**src/rtl/fetch_sequencer.sv**
```systemverilog
// -----------------------------------------------------------------------------
// fetch_sequencer
//
// Instruction fetch front end. It issues one instruction-memory request at a
// time, holds the fetched word in a single output slot until downstream
// consumes it, and handles redirects (exception, exception return,
// branch/jump). It also flags fetches from misaligned or out-of-window
// addresses instead of sending them to memory.
//
// States:
//   FETCH - request imem at pc (unless pc is illegal) and wait for the ack
//   HOLD  - slot is valid; wait for downstream to take it (stall=0)
//   DROP  - a redirect overtook an outstanding request; keep that request
//           alive at its original address and throw the data away on ack
//
// Ports:
//   clk         in   1   clock, rising edge
//   reset       in   1   synchronous, active-high reset
//   imem_req    out  1   instruction memory request
//   imem_addr   out  32  instruction memory byte address
//   imem_ack    in   1   memory completion (imem_rdata valid same cycle)
//   imem_rdata  in   32  fetched instruction word
//   exc_req     in   1   redirect to EXC_VEC (highest priority)
//   eret_req    in   1   redirect to epc
//   epc         in   32  exception return target
//   br_taken    in   1   redirect to br_target (lowest priority)
//   br_target   in   32  branch/jump target
//   stall       in   1   downstream cannot accept the slot this cycle
//   if_valid    out  1   if_instr/if_pc/if_adel valid
//   if_instr    out  32  delivered instruction (0 on address error)
//   if_pc       out  32  PC of the delivered instruction
//   if_adel     out  1   fetch address error for the delivered slot
// -----------------------------------------------------------------------------
module fetch_sequencer #(
    parameter logic [31:0] RESET_PC = 32'h0000_3000,
    parameter logic [31:0] EXC_VEC  = 32'h0000_4180,
    parameter logic [31:0] PC_LO    = 32'h0000_3000,
    parameter logic [31:0] PC_HI    = 32'h0000_4ffc
) (
    input  logic        clk,
    input  logic        reset,
    output logic        imem_req,
    output logic [31:0] imem_addr,
    input  logic        imem_ack,
    input  logic [31:0] imem_rdata,
    input  logic        exc_req,
    input  logic        eret_req,
    input  logic [31:0] epc,
    input  logic        br_taken,
    input  logic [31:0] br_target,
    input  logic        stall,
    output logic        if_valid,
    output logic [31:0] if_instr,
    output logic [31:0] if_pc,
    output logic        if_adel
);

    typedef enum logic [1:0] {
        FETCH = 2'd0,
        HOLD  = 2'd1,
        DROP  = 2'd2
    } state_t;

    state_t      state, state_next;
    logic [31:0] pc, pc_next;
    logic [31:0] stale_addr, stale_addr_next;  // address of the request being dropped
    logic [31:0] if_instr_next, if_pc_next;
    logic        if_adel_next;

    logic        pc_bad;
    logic        redirect;
    logic [31:0] redirect_pc;

    // Illegal fetch address: misaligned or outside [PC_LO, PC_HI] (unsigned).
    assign pc_bad = (pc[1:0] != 2'b00) || (pc < PC_LO) || (pc > PC_HI);

    // Redirect priority: exception > exception return > branch.
    assign redirect    = exc_req | eret_req | br_taken;
    assign redirect_pc = exc_req  ? EXC_VEC :
                         eret_req ? epc     : br_target;

    // -------------------------------------------------------------------------
    // State register (with the pc / slot datapath registers)
    // -------------------------------------------------------------------------
    // NOTE: sequential state uses non-blocking assignments so every register
    // samples the pre-edge values, independent of statement order.
    always_ff @(posedge clk) begin
        if (reset) begin
            state      <= FETCH;
            pc         <= RESET_PC;
            stale_addr <= '0;
            if_instr   <= '0;
            if_pc      <= '0;
            if_adel    <= 1'b0;
        end else begin
            state      <= state_next;
            pc         <= pc_next;
            stale_addr <= stale_addr_next;
            if_instr   <= if_instr_next;
            if_pc      <= if_pc_next;
            if_adel    <= if_adel_next;
        end
    end

    // -------------------------------------------------------------------------
    // Next-state logic
    // -------------------------------------------------------------------------
    // NOTE: every signal gets a hold-value default first, so no path through
    // the case statement leaves one unassigned (which would infer a latch).
    always_comb begin
        state_next      = state;
        pc_next         = pc;
        stale_addr_next = stale_addr;
        if_instr_next   = if_instr;
        if_pc_next      = if_pc;
        if_adel_next    = if_adel;

        unique case (state)
            FETCH: begin
                if (redirect) begin
                    pc_next = redirect_pc;
                    // A request is in flight only for a legal pc without ack;
                    // its late ack must be absorbed in DROP.
                    if (!pc_bad && !imem_ack) begin
                        state_next      = DROP;
                        stale_addr_next = pc;
                    end
                end else if (pc_bad) begin
                    state_next    = HOLD;
                    if_instr_next = '0;
                    if_pc_next    = pc;
                    if_adel_next  = 1'b1;
                end else if (imem_ack) begin
                    state_next    = HOLD;
                    if_instr_next = imem_rdata;
                    if_pc_next    = pc;
                    if_adel_next  = 1'b0;
                end
            end

            HOLD: begin
                // Redirect discards the held slot even while stalled.
                if (redirect) begin
                    pc_next    = redirect_pc;
                    state_next = FETCH;
                end else if (!stall) begin
                    pc_next    = pc + 32'd4;
                    state_next = FETCH;
                end
            end

            DROP: begin
                // A newer redirect only retargets pc; the stale request is
                // still outstanding. Its ack ends the drop even when it lands
                // together with that redirect.
                if (redirect) begin
                    pc_next = redirect_pc;
                end
                if (imem_ack) begin
                    state_next = FETCH;
                end
            end

            default: begin
                state_next = FETCH;
            end
        endcase
    end

    // -------------------------------------------------------------------------
    // Output logic
    // -------------------------------------------------------------------------
    always_comb begin
        imem_req  = 1'b0;
        imem_addr = pc;
        if_valid  = 1'b0;

        unique case (state)
            FETCH: imem_req = !pc_bad;
            HOLD:  if_valid = 1'b1;
            DROP: begin
                imem_req  = 1'b1;
                imem_addr = stale_addr;
            end
            default: begin
                imem_req = 1'b0;
            end
        endcase
    end

endmodule
```
**config.mk**
```make
export PLATFORM = sky130hd
export DESIGN_NAME = fetch_sequencer
export DESIGN_NICKNAME = d
export VERILOG_FILES = /design/src/rtl/fetch_sequencer.sv
export SDC_FILE = /design/constraint.sdc
export NUM_CORES = 1
export LEC_CHECK = 0
export CAP_MARGIN = 20
export CORE_ASPECT_RATIO = 0.75
export CORE_MARGIN = 8
export CORE_UTILIZATION = 25
export DETAILED_ROUTE_END_ITERATION = 10
export GPL_ROUTABILITY_DRIVEN = 0
export PLACE_DENSITY = 0.51
export REMOVE_ABC_BUFFERS = 1
export SETUP_SLACK_MARGIN = 0.05
export SLEW_MARGIN = 20
export SYNTH_ARGS = -nofsm -noshare
export SYNTH_HDL_FRONTEND = slang
export SYNTH_SLANG_ARGS = --single-unit
```
**constraint.sdc**
```tcl
create_clock -name clk -period 6.1 [get_ports clk]
set_input_delay 0.61 -clock clk [delete_from_list [all_inputs] [get_ports clk]]
set_output_delay 0.61 -clock clk [all_outputs]
set_load 0.01 [all_outputs]
```
Word level (Yosys, flattened, before mapping)
Index checks and enable logic that the tools add are counted.
- add/subtract/negate cells: 1
- order comparisons: 2
- eq/ne operators: 7
- mux-type cells: 23
- bitwise logic cells: 3
- reductions and logical operators: 14
- operators by type and width (operator ; count):
    $mux 32 ; 10
    $pmux 32 s2 ; 1
    $add 32x3->32 const B ; 1
    $gt 32x15->1 const B ; 1
    $lt 32x14->1 const B ; 1
    $mux 2 ; 7
    $reduce_and 3->1 ; 3
    $ne 3x3->1 const B ; 2
    $pmux 2 s3 ; 1
    $reduce_bool 2->1 ; 3
    $ne 4x4->1 const B ; 1
    $reduce_and 4->1 ; 1
    $mux 1 ; 3
    $eq 2x1->1 const B ; 1
    $eq 2x2->1 const B ; 1
    $logic_not 1->1 ; 2
    $logic_not 2->1 ; 1
    $logic_or 1x1->1 ; 2
    $ne 2x1->1 const B ; 1
    $ne 2x2->1 const B ; 1
    $or 1x1->1 ; 2
    $pmux 1 s2 ; 1
    $reduce_or 2->1 ; 1
    $logic_and 1x1->1 ; 1
    $not 1->1 ; 1
- register bits after elaboration: 131
- input port bits: 103
- word-level logic and storage cells: 56

Longest topological paths before layout
Gate-level depths: netlist of the first run.
- word-level depth: 8
- gate-level depth with buffers: 8
- gate-level depth less buffers: 6

Least setup slack after synthesis of the first run
Ideal clock, no wire load.
- path type: reg2out
- start point: register state[0]
- end point: output imem_addr[10]
- data arrival time: 1.619 ns
- slack: 3.871 ns
- stages on the path, launching flop included: 6
- cells stage by stage: dfxtp_1 clkbuf_1 nand2b_1 clkbuf_1 clkbuf_1 mux2_2
- longest elaborated chain between the ends: 2
- RTL lines (element ; line ; RTL):
    start, declared ; 64 ; state_t state, state_next;
    start signal, assigned ; 96 ; state <= state_next;
    $eq 2x2->1 ; 178 ; unique case (state)
    $mux 32 ; 178 ;
    end, declared ; 43 ; output logic [31:0] imem_addr,
Every way passes these cells.

Worst setup path after layout of the first run
- start point: register state[0]
- end point: output imem_addr[30]
Same word-level chain as after synthesis.

==> flow_summary.json, run 1 <==
{
  "outcome": "completed",
  "path_clk_slew_ns": 0.06,
  "synth_edf_count": 0,
  "timing_worst_setup_path_type": "register to primary output",
  "rsz0062_at_grt": "no",
  "ys_types": 61,
  "initial_utilization_pct": 25.2,
  "netSwitchingFraction_pct": 24.2,
  "synth.largest_area_cell": "dfxtp_1",
  "synth_most_common_cell": "dfxtp_1",
  "ys_async_sr_fraction_pct": 0,
  "antennaDiodeCount": 0,
  "h-tree-depth": 4,
  "hpwl_um": 15700,
  "peakVddDrop_uv": 183,
  "path_cells": "nand2b_2 -> mux2_2 -> clkdlybuf4s50_1",
  "fmax_mhz": 304,
  "path_buf_inv": 1,
  "die_height_um": 153,
  "synth_top_cell_area_share_pct": 42.2,
  "slowest_delay_ns": 0.81,
  "finalCritPeriodShare_pct": 54.0,
  "synth-seq-cells": 131,
  "drtPass1Iterations": 4,
  "syn_to_final_growth_pct": 45.3,
  "core_mm2": 0.0247,
  "synth_warnings": 0,
  "drive_gt1_share_pct": 10.6,
  "postLayoutCellArea_mm2": 0.00903,
  "switchingPower_mw": 0.528,
  "r2r_slack_ns": 2.98,
  "synth_top_cells_by_count": "dfxtp_1 (131), nor2_1 (112), mux2i_1 (66)",
  "cts_hold_buf": 0,
  "crit_path_end_kind": "primary output",
  "required_ns": 5.49,
  "wl_per_cell_um": 18.3,
  "power.clock.fraction_pct": 46.7,
  "p_int_mw": 1.65,
  "vias_per_cell": 4.70,
  "maxSlewViolCount": 0,
  "vias": 5720,
  "cp_data_arrival_time_ns": 2.68,
  "die_w_um": 198,
  "cp_max_fo": 33,
  "max_cap_viol_count": 0,
  "drt_first_iter_violations": 286,
  "io_pins": 202,
  "combPwrFrac_pct": 11.7,
  "cp_top_family": "simple AND/OR/NAND/NOR gates",
  "grt_pass1_vias": 5646,
  "powerDensity_mw_per_mm2": 242,
  "cts_buffers": 17,
  "num_rows": 50,
  "slew_headroom_pct": 30.8,
  "cts_buffer_depth": 2,
  "multiInputGateArea_mm2": 0.00332,
  "drc": 0,
  "synth_area_leaders": "dfxtp_1 (42%), mux2i_1 (11%), mux2_2 (6.9%)",
  "seq_area_mm2": 0.00262,
  "seq_power_share_pct": 41.6,
  "ys.flop_type": "dfxtp_1",
  "cts_sinks": 131,
  "fillers": 2528,
  "insertion_delay_ns": 0.42,
  "grt-ovfl-total": 0,
  "grt_pass1_wl_um": 34200,
  "syn_area_mm2": 0.00622,
  "cts_root_buf": "clkbuf_16",
  "final_net_count": 972,
  "grt_use_total_pct": 14.6,
  "ant_nets": 0,
  "place_area_mm2": 0.00846,
  "leakage_nw": 3.37,
  "cts_resized": 0,
  "port_buffers": 201,
  "antenna_found_initial": 1,
  "grt_max_degree": 86,
  "finClkSkew_ns": 0.00715,
  "hold_class": "register to register",
  "cts_setup_buffers": 0,
  "routed_wl_um": 22200,
  "cts_tree": "done",
  "period_needed_ns": 3.29,
  "die_area_mm2": 0.0302,
  "setup_viol": 0,
  "syn_area_per_cell_um2": 8.87,
  "syn-instance-count": 701,
  "ys_seq_area_share_pct": 42.2,
  "hold_viol_final": 0,
  "tightest_slew_ns": 1.04,
  "start_kind": "register",
  "post-route-util_pct": 36.6,
  "crit_slowest_cell": "nand2b_2"
}
-- cell type report --
class | instances | share of cell area (%)
clock buffer | 25 | 5.48
clock inverter | 5 | 0.831
inverter | 6 | 0.249
multi-input combinational | 501 | 36.7
sequential | 131 | 29.0
tap | 338 | 4.68
timing repair buffer | 211 | 23.0
-- cell usage in the layout, fill, tap and decap left out, types with 2 or more instances in the layout --
cell type | netlist | layout
a311oi_1 | 3 | 3
inv_1 | 6 | 6
o21ai_0 | 21 | 21
a21oi_1 | 34 | 34
or2_2 | 3 | 3
and4_1 | 5 | 5
nand2_1 | 27 | 27
mux2_2 | 38 | 38
nor4_1 | 16 | 16
or3b_2 | 2 | 2
o311ai_0 | 2 | 2
a31oi_1 | 5 | 5
nor2_1 | 112 | 112
clkinv_2 | 0 | 3
or4_1 | 4 | 4
bufinv_16 | 0 | 2
o22ai_1 | 5 | 5
a211oi_1 | 4 | 4
a22oi_1 | 35 | 35
dfxtp_1 | 131 | 131
nand2b_1 | 5 | 4
clkbuf_8 | 0 | 4
o32ai_1 | 2 | 2
clkbuf_16 | 0 | 17
o221a_2 | 2 | 2
o21a_1 | 4 | 4
a2111oi_0 | 2 | 2
buf_4 | 5 | 11
nor3_1 | 25 | 24
clkbuf_1 | 43 | 4
or3_1 | 3 | 3
nand3_1 | 14 | 14
mux2i_1 | 66 | 66
clkdlybuf4s50_1 | 0 | 199
nor2b_1 | 4 | 4
nor3b_1 | 3 | 3
and2_1 | 21 | 21
nand4_1 | 8 | 8
-- worst reg2reg max path: stages (launching register included) --
cell,delay (ns)
dfxtp_1,0.43
nor4_1,0.31
o211ai_1,0.30
o31ai_4,0.80
buf_4,0.71
mux2i_1,0.37
nor2_1,0.05
-- sequential cells by signal, summed over array words and instances, names as in the netlist --
signal,count
state,2
if_pc,32
pc,32
if_adel,1
stale_addr,32
if_instr,32
-- layer usage --
layer  up-vias  track usage (%)  part of all wire, %
li1       2860                -                    -
met1      2665             20.7                   51
met2       178             20.8                   41
met3        15             4.66                  7.0
met4         2             3.80                  1.0
met5         -                0                0.040
-- through the flow --
step | hold slack [ns] | power [mW] | TNS, ns | instances | worst slack (ns)
global placement | 0.438 | 1.18 | 0 | 1187 | 2.74
CTS | 0.457 | 2.22 | 0 | 1217 | 2.70
finish | 0.454 | 2.18 | 0 | 1217 | 2.81
floorplan | 0.426 | 1.02 | -37.80 | 638 | -0.659
detailed placement | 0.440 | 1.18 | 0 | 1187 | 2.71
global route | 0.465 | 2.28 | 0 | 1217 | 2.58
-- cells by family after synthesis --
logic type,share of synthesized area (%)
flip-flops,42.2
AND/OR/NAND/NOR,20.9
AO/OA/AOI/OAI,14.3
adder cells (fa/ha/maj),0.201
buffers and inverters,4.87
multiplexers,17.5
-- power by group through the flow --
stage / combinational, mW / sequential (mW) / clock (mW)
floorplan: 0.103 / 0.914 / 0
global route: 0.278 / 0.911 / 1.09
CTS: 0.260 / 0.906 / 1.06
finish: 0.256 / 0.907 / 1.02
global placement: 0.259 / 0.925 / 0
detailed placement: 0.259 / 0.925 / 0
-- final timing paths --
check,startpoint,to,cells after the start
worst max register to register,pc[15],if_pc[1],6
worst max-delay path,state[0],imem_addr[30],3
worst min-delay path,stale_addr[26],stale_addr[26],1
worst min register to register,stale_addr[26],stale_addr[26],1
Note: power is estimated with default switching activity, not from simulation.
==> run 2: changes to the inputs <==
--- a/config.mk
+++ b/config.mk
@@ -11,7 +11,7 @@
 export CORE_UTILIZATION = 25
 export DETAILED_ROUTE_END_ITERATION = 10
 export GPL_ROUTABILITY_DRIVEN = 0
-export PLACE_DENSITY = 0.51
+export PLACE_DENSITY = 0.52
 export REMOVE_ABC_BUFFERS = 1
 export SETUP_SLACK_MARGIN = 0.05
 export SLEW_MARGIN = 20
==> constraint.sdc (replaced) <==
create_clock -name clk -period 2.72 [get_ports clk]
set_input_delay 0.272 -clock clk [delete_from_list [all_inputs] [get_ports clk]]
set_output_delay 0.272 -clock clk [all_outputs]
set_load 0.01 [all_outputs]
==> flow_summary.json, run 2 (synthesis results as in run 1) <==
{
  "peakVddDrop_uv": 419,
  "outcome": "completed",
  "crit_top_cell": "buf_4",
  "vias": 5996,
  "drtPass1Iterations": 5,
  "slowest_delay_ns": 0.63,
  "cp_data_arrival_time_ns": 2.76,
  "timing_worst_setup_path_type": "register to register",
  "start_kind": "register",
  "h-tree-depth": 4,
  "final_cells": 1257,
  "ant_nets": 0,
  "grt-ovfl-total": 0,
  "finalWorstSetupSlack_ns": 0.238,
  "routed_wl_um": 23200,
  "cts_buffers": 17,
  "leakage_nw": 3.60,
  "cts_buffer_depth": 2,
  "io_pins": 202,
  "max_cap_viol_count": 0,
  "place_inst": 1223,
  "powerDensity_mw_per_mm2": 527,
  "grt_use_total_pct": 15.1,
  "hold_viol_final": 0,
  "rsz0062_at_grt": "no",
  "setup_viol": 0,
  "period_needed_ns": 2.48,
  "drc": 0,
  "antenna_found_initial": 0,
  "grt_max_degree": 53,
  "finalCritPeriodShare_pct": 91.3,
  "cp_max_fo": 14,
  "core_mm2": 0.0247,
  "initial_utilization_pct": 25.2,
  "final_net_count": 1010,
  "drt_first_iter_violations": 356,
  "die_w_um": 198,
  "insertion_delay_ns": 0.42,
  "die_area_mm2": 0.0302,
  "dp_slack_ns": 0.157,
  "crit_slowest_cell": "o31ai_4",
  "port_buffers": 201,
  "cts_tree": "done",
  "hold_class": "primary input to register",
  "wl_per_cell_um": 18.4,
  "cts_root_buf": "clkbuf_16",
  "final.setup.tns_ns": 0,
  "required_ns": 3.00,
  "cts_sinks": 131,
  "path_buf_inv": 2,
  "path_clk_slew_ns": 0.06,
  "cp_top_family": "compound AO/OA/AOI/OAI gates",
  "maxSlewViolCount": 0,
  "finClkSkew_ns": 0.00729,
  "slew_headroom_pct": 51.4,
  "final_common_cell": "clkdlybuf4s50_1",
  "fmax_mhz": 403,
  "die_height_um": 153,
  "grt_pass1_vias": 6071,
  "post-route-util_pct": 38.1,
  "path_cells": "nor4_2 -> o211ai_1 -> buf_4 -> o31ai_4 -> buf_4 -> mux2i_1 -> nor2_1",
  "tightest_slew_ns": 0.729,
  "crit_path_end_kind": "register",
  "syn_to_final_growth_pct": 51.4,
  "num_rows": 50,
  "cts_hold_buf": 0,
  "antennaDiodeCount": 0,
  "vias_per_cell": 4.77,
  "hpwl_um": 16900,
  "drive_gt1_share_pct": 15.9,
  "grt_pass1_wl_um": 35700,
  "final_cell_mix": "clkdlybuf4s50_1 (198), dfxtp_1 (128), nor2_1 (112)"
}
==> run 2: changes by cell type in the layout (fill, tap and decap cells not counted), moves of 3 or more <==
cell	before	now
dfxtp_1	131	128
clkbuf_1	4	0
clkinvlp_4	0	3
buf_4	11	46
dfxtp_2	0	3
nor4_1	16	12
buf_12	0	3
nor4_2	0	4
==> run 2: routing by layer <==
layer	GRT usage, %	vias up	share of wire, %
li1	-	2940	-
met1	20.9	2796	48
met2	22.1	239	42
met3	4.86	21	8.2
met4	3.80	0	1.1
met5	0	-	0
==> run 2: per-stage QoR <==
step | total power [mW] | hold WS (ns) | instance area [um2]
2_1_floorplan | 2.28 | 0.341 | 5940
3_3_place_gp | 2.70 | 0.438 | 8770
3_5_place_dp | 2.70 | 0.440 | 8770
4_1_cts | 5.04 | 0.358 | 9390
5_1_grt | 5.17 | 0.378 | 9420
6_report | 4.96 | 0.370 | 9420
==> run 2: cell type report <==
cell class	count	area (um2)
Clock buffer	19	453
Timing Repair Buffer	249	2400
Sequential cell	131	2630
Fill cell	2509	15300
Clock inverter	13	134
Multi-Input combinational cell	501	3350
Tap cell	338	423
Inverter	6	22.5
==> run 2: report_power, final <==
part	leakage (nW)	internal, mW	total, mW	switching [mW]
Combinational	2.25	0.355	0.658	0.303
Clock	0.285	1.39	2.29	0.899
Sequential	1.06	1.96	2.01	0.0498
Total	3.60	3.71	4.96	1.25
==> run 2: worst register-to-register path: cells and delay by family, from the launching register on <==
kind / cells / cell delay (ns)
AO/OA/AOI/OAI: 2 / 0.81
buffers and inverters: 2 / 0.59
AND/OR/NAND/NOR: 2 / 0.37
flip-flops: 1 / 0.33
multiplexers: 1 / 0.25
==> run 2: timing repair <==
action                     in CTS  in global routing
setup endpoints to repair       1                 13
gates resized for setup         4                  6
pin swaps                       2                  0
buffers inserted                2                  0
==> run 2: worst paths after layout <==
kind                                startpoint              to  slack, ns  depth (start not counted)
worst max-delay path                     pc[1]       if_pc[28]       0.24                          7
worst min-delay path                     reset          pc[11]       0.37                          2
worst max register to register           pc[1]       if_pc[28]       0.24                          7
worst min register to register  stale_addr[29]  stale_addr[29]       0.45                          1
==> run 3: changes to the inputs <==
--- a/config.mk
+++ b/config.mk
@@ -7,7 +7,7 @@
 export LEC_CHECK = 0
 export CAP_MARGIN = 20
 export CORE_ASPECT_RATIO = 0.75
-export CORE_MARGIN = 8
+export CORE_MARGIN = 4
 export CORE_UTILIZATION = 25
 export DETAILED_ROUTE_END_ITERATION = 10
 export GPL_ROUTABILITY_DRIVEN = 0
==> flow_summary.json, run 3 (synthesis results as in run 1) <==
{
  "outcome": "completed",
  "cp_max_fo": 20,
  "insertion_delay_ns": 0.41,
  "final_common_cell": "clkdlybuf4s50_1",
  "start_kind": "register",
  "core_mm2": 0.0242,
  "fillers": 2486,
  "hpwl_um": 16000,
  "cts_sinks": 131,
  "peakVddDrop_uv": 411,
  "grt_pass1_wl_um": 33100,
  "place_inst": 1212,
  "vias": 5929,
  "ff2ff_path_depth": 8,
  "grt-ovfl-total": 0,
  "drive_gt1_share_pct": 14.8,
  "grt_use_total_pct": 15.6,
  "cp_data_arrival_time_ns": 2.11,
  "path_clk_slew_ns": 0.06,
  "die_height_um": 145,
  "powerDensity_mw_per_mm2": 534,
  "ant_nets": 0,
  "syn_to_final_growth_pct": 50.8,
  "min_path_cells": 2,
  "cts_root_buf": "clkbuf_16",
  "drc": 0,
  "finClkSkew_ns": 0.00808,
  "final_cells": 1245,
  "rr_startpoint": "pc[0]",
  "cts_tree": "done",
  "cts_buffers": 17,
  "die_w_um": 190,
  "required_ns": 2.45,
  "leakage_nw": 3.57,
  "io_pins": 202,
  "whs_ns": 0.374,
  "num_rows": 49,
  "wl_per_cell_um": 17.7,
  "hold_class": "primary input to register",
  "hold_start": "reset",
  "finalCritPeriodShare_pct": 87.5,
  "die_area_mm2": 0.0275,
  "max_cap_viol_count": 0,
  "drt_first_iter_violations": 295,
  "maxSlewViolCount": 0,
  "rsz0062_at_grt": "no",
  "setup_viol": 0,
  "drtPass1Iterations": 4,
  "tightest_slew_ns": 0.701,
  "h-tree-depth": 4,
  "r2r_slack_ns": 0.42,
  "final_net_count": 1005,
  "vias_per_cell": 4.76,
  "grt_max_degree": 61,
  "fmax_mhz": 420,
  "crit_path_start": "state[1]",
  "slew_headroom_pct": 53.3,
  "grt_pass1_vias": 5488,
  "final.setup.tns_ns": 0,
  "timing_worst_setup_path_type": "register to primary output",
  "antennaDiodeCount": 0,
  "hold_viol_final": 0,
  "antenna_found_initial": 0,
  "period_needed_ns": 2.38,
  "crit_path_end_kind": "primary output",
  "initial_utilization_pct": 25.7,
  "cts_buffer_depth": 2,
  "final_cell_mix": "clkdlybuf4s50_1 (198), dfxtp_1 (126), nor2_1 (112)",
  "routed_wl_um": 22100,
  "port_buffers": 201
}
[run 3: cell types whose count changed in the layout (fill, tap and decap cells not counted), sizes merged]
cell	change
buf	-5
clkbuf	+3
clkinvlp	-2
bufinv	+1
clkinv	-1
dlygate4sd2	+1
dlymetal6s2s	-1
inv	-1
[run 3: routing by layer]
| metal | vias up | routed length (um) | global-route usage, % |
|---|---|---|---|
| li1 | 2932 | - | - |
| met1 | 2800 | 11100 | 22.9 |
| met2 | 189 | 9200 | 22.9 |
| met3 | 8 | 1600 | 4.15 |
| met4 | 0 | 140 | 3.46 |
| met5 | - | 0 | 0 |
[run 3: power breakdown]
part	switching [mW]	internal, mW	total, mW	leakage [nW]
Sequential	0.0539	1.96	2.02	1.06
Combinational	0.287	0.351	0.638	2.21
Clock	0.864	1.48	2.35	0.294
Total	1.20	3.80	5.00	3.57
[run 3: metrics by stage]
| step | utilization [%] | worst slack (ns) | total power, mW | area, um2 |
|---|---|---|---|---|
| floorplan | - | -4.04 | 2.28 | 5940 |
| global placement | 36.2 | 0.105 | 2.69 | 8760 |
| detailed placement | 36.2 | 0.0634 | 2.69 | 8760 |
| CTS | 38.7 | 0.313 | 5.08 | 9370 |
| global route | 38.7 | 0.163 | 5.20 | 9370 |
| finish | 38.7 | 0.340 | 5.00 | 9370 |
[run 3: worst paths after layout]
| kind | endpoint |
|---|---|
| setup / recovery | imem_addr[15] |
| hold / removal | stale_addr[13] |
| setup reg to reg | if_pc[16] |
| hold reg to reg | stale_addr[30] |
[run 3: cell type report]
class / count / area (um2) / share of cell area [%]
Clock buffer: 22 / 464 / 4.95
Multi-Input combinational cell: 501 / 3320 / 35.5
Clock inverter: 10 / 131 / 1.40
Timing Repair Buffer: 244 / 2390 / 25.5
Inverter: 6 / 22.5 / 0.240
Sequential cell: 131 / 2630 / 28.0
Tap cell: 331 / 414 / 4.42
[run 3: repair_timing]
item / 4_1_cts / 5_1_grt
gates resized for setup: 7 / 0
setup buffers: 1 / 0
hold buffers: 0 / 0
setup endpoints to repair: 1 / 0
endpoints found under the hold margin: 0 / 0
[run 3: worst max-delay path, cell delays in order, from the launching register on]
cell and delay, ns:
dfxtp_1 0.38, nand2b_2 0.11, buf_4 0.30, mux2_2 0.39, clkdlybuf4s50_1 0.50
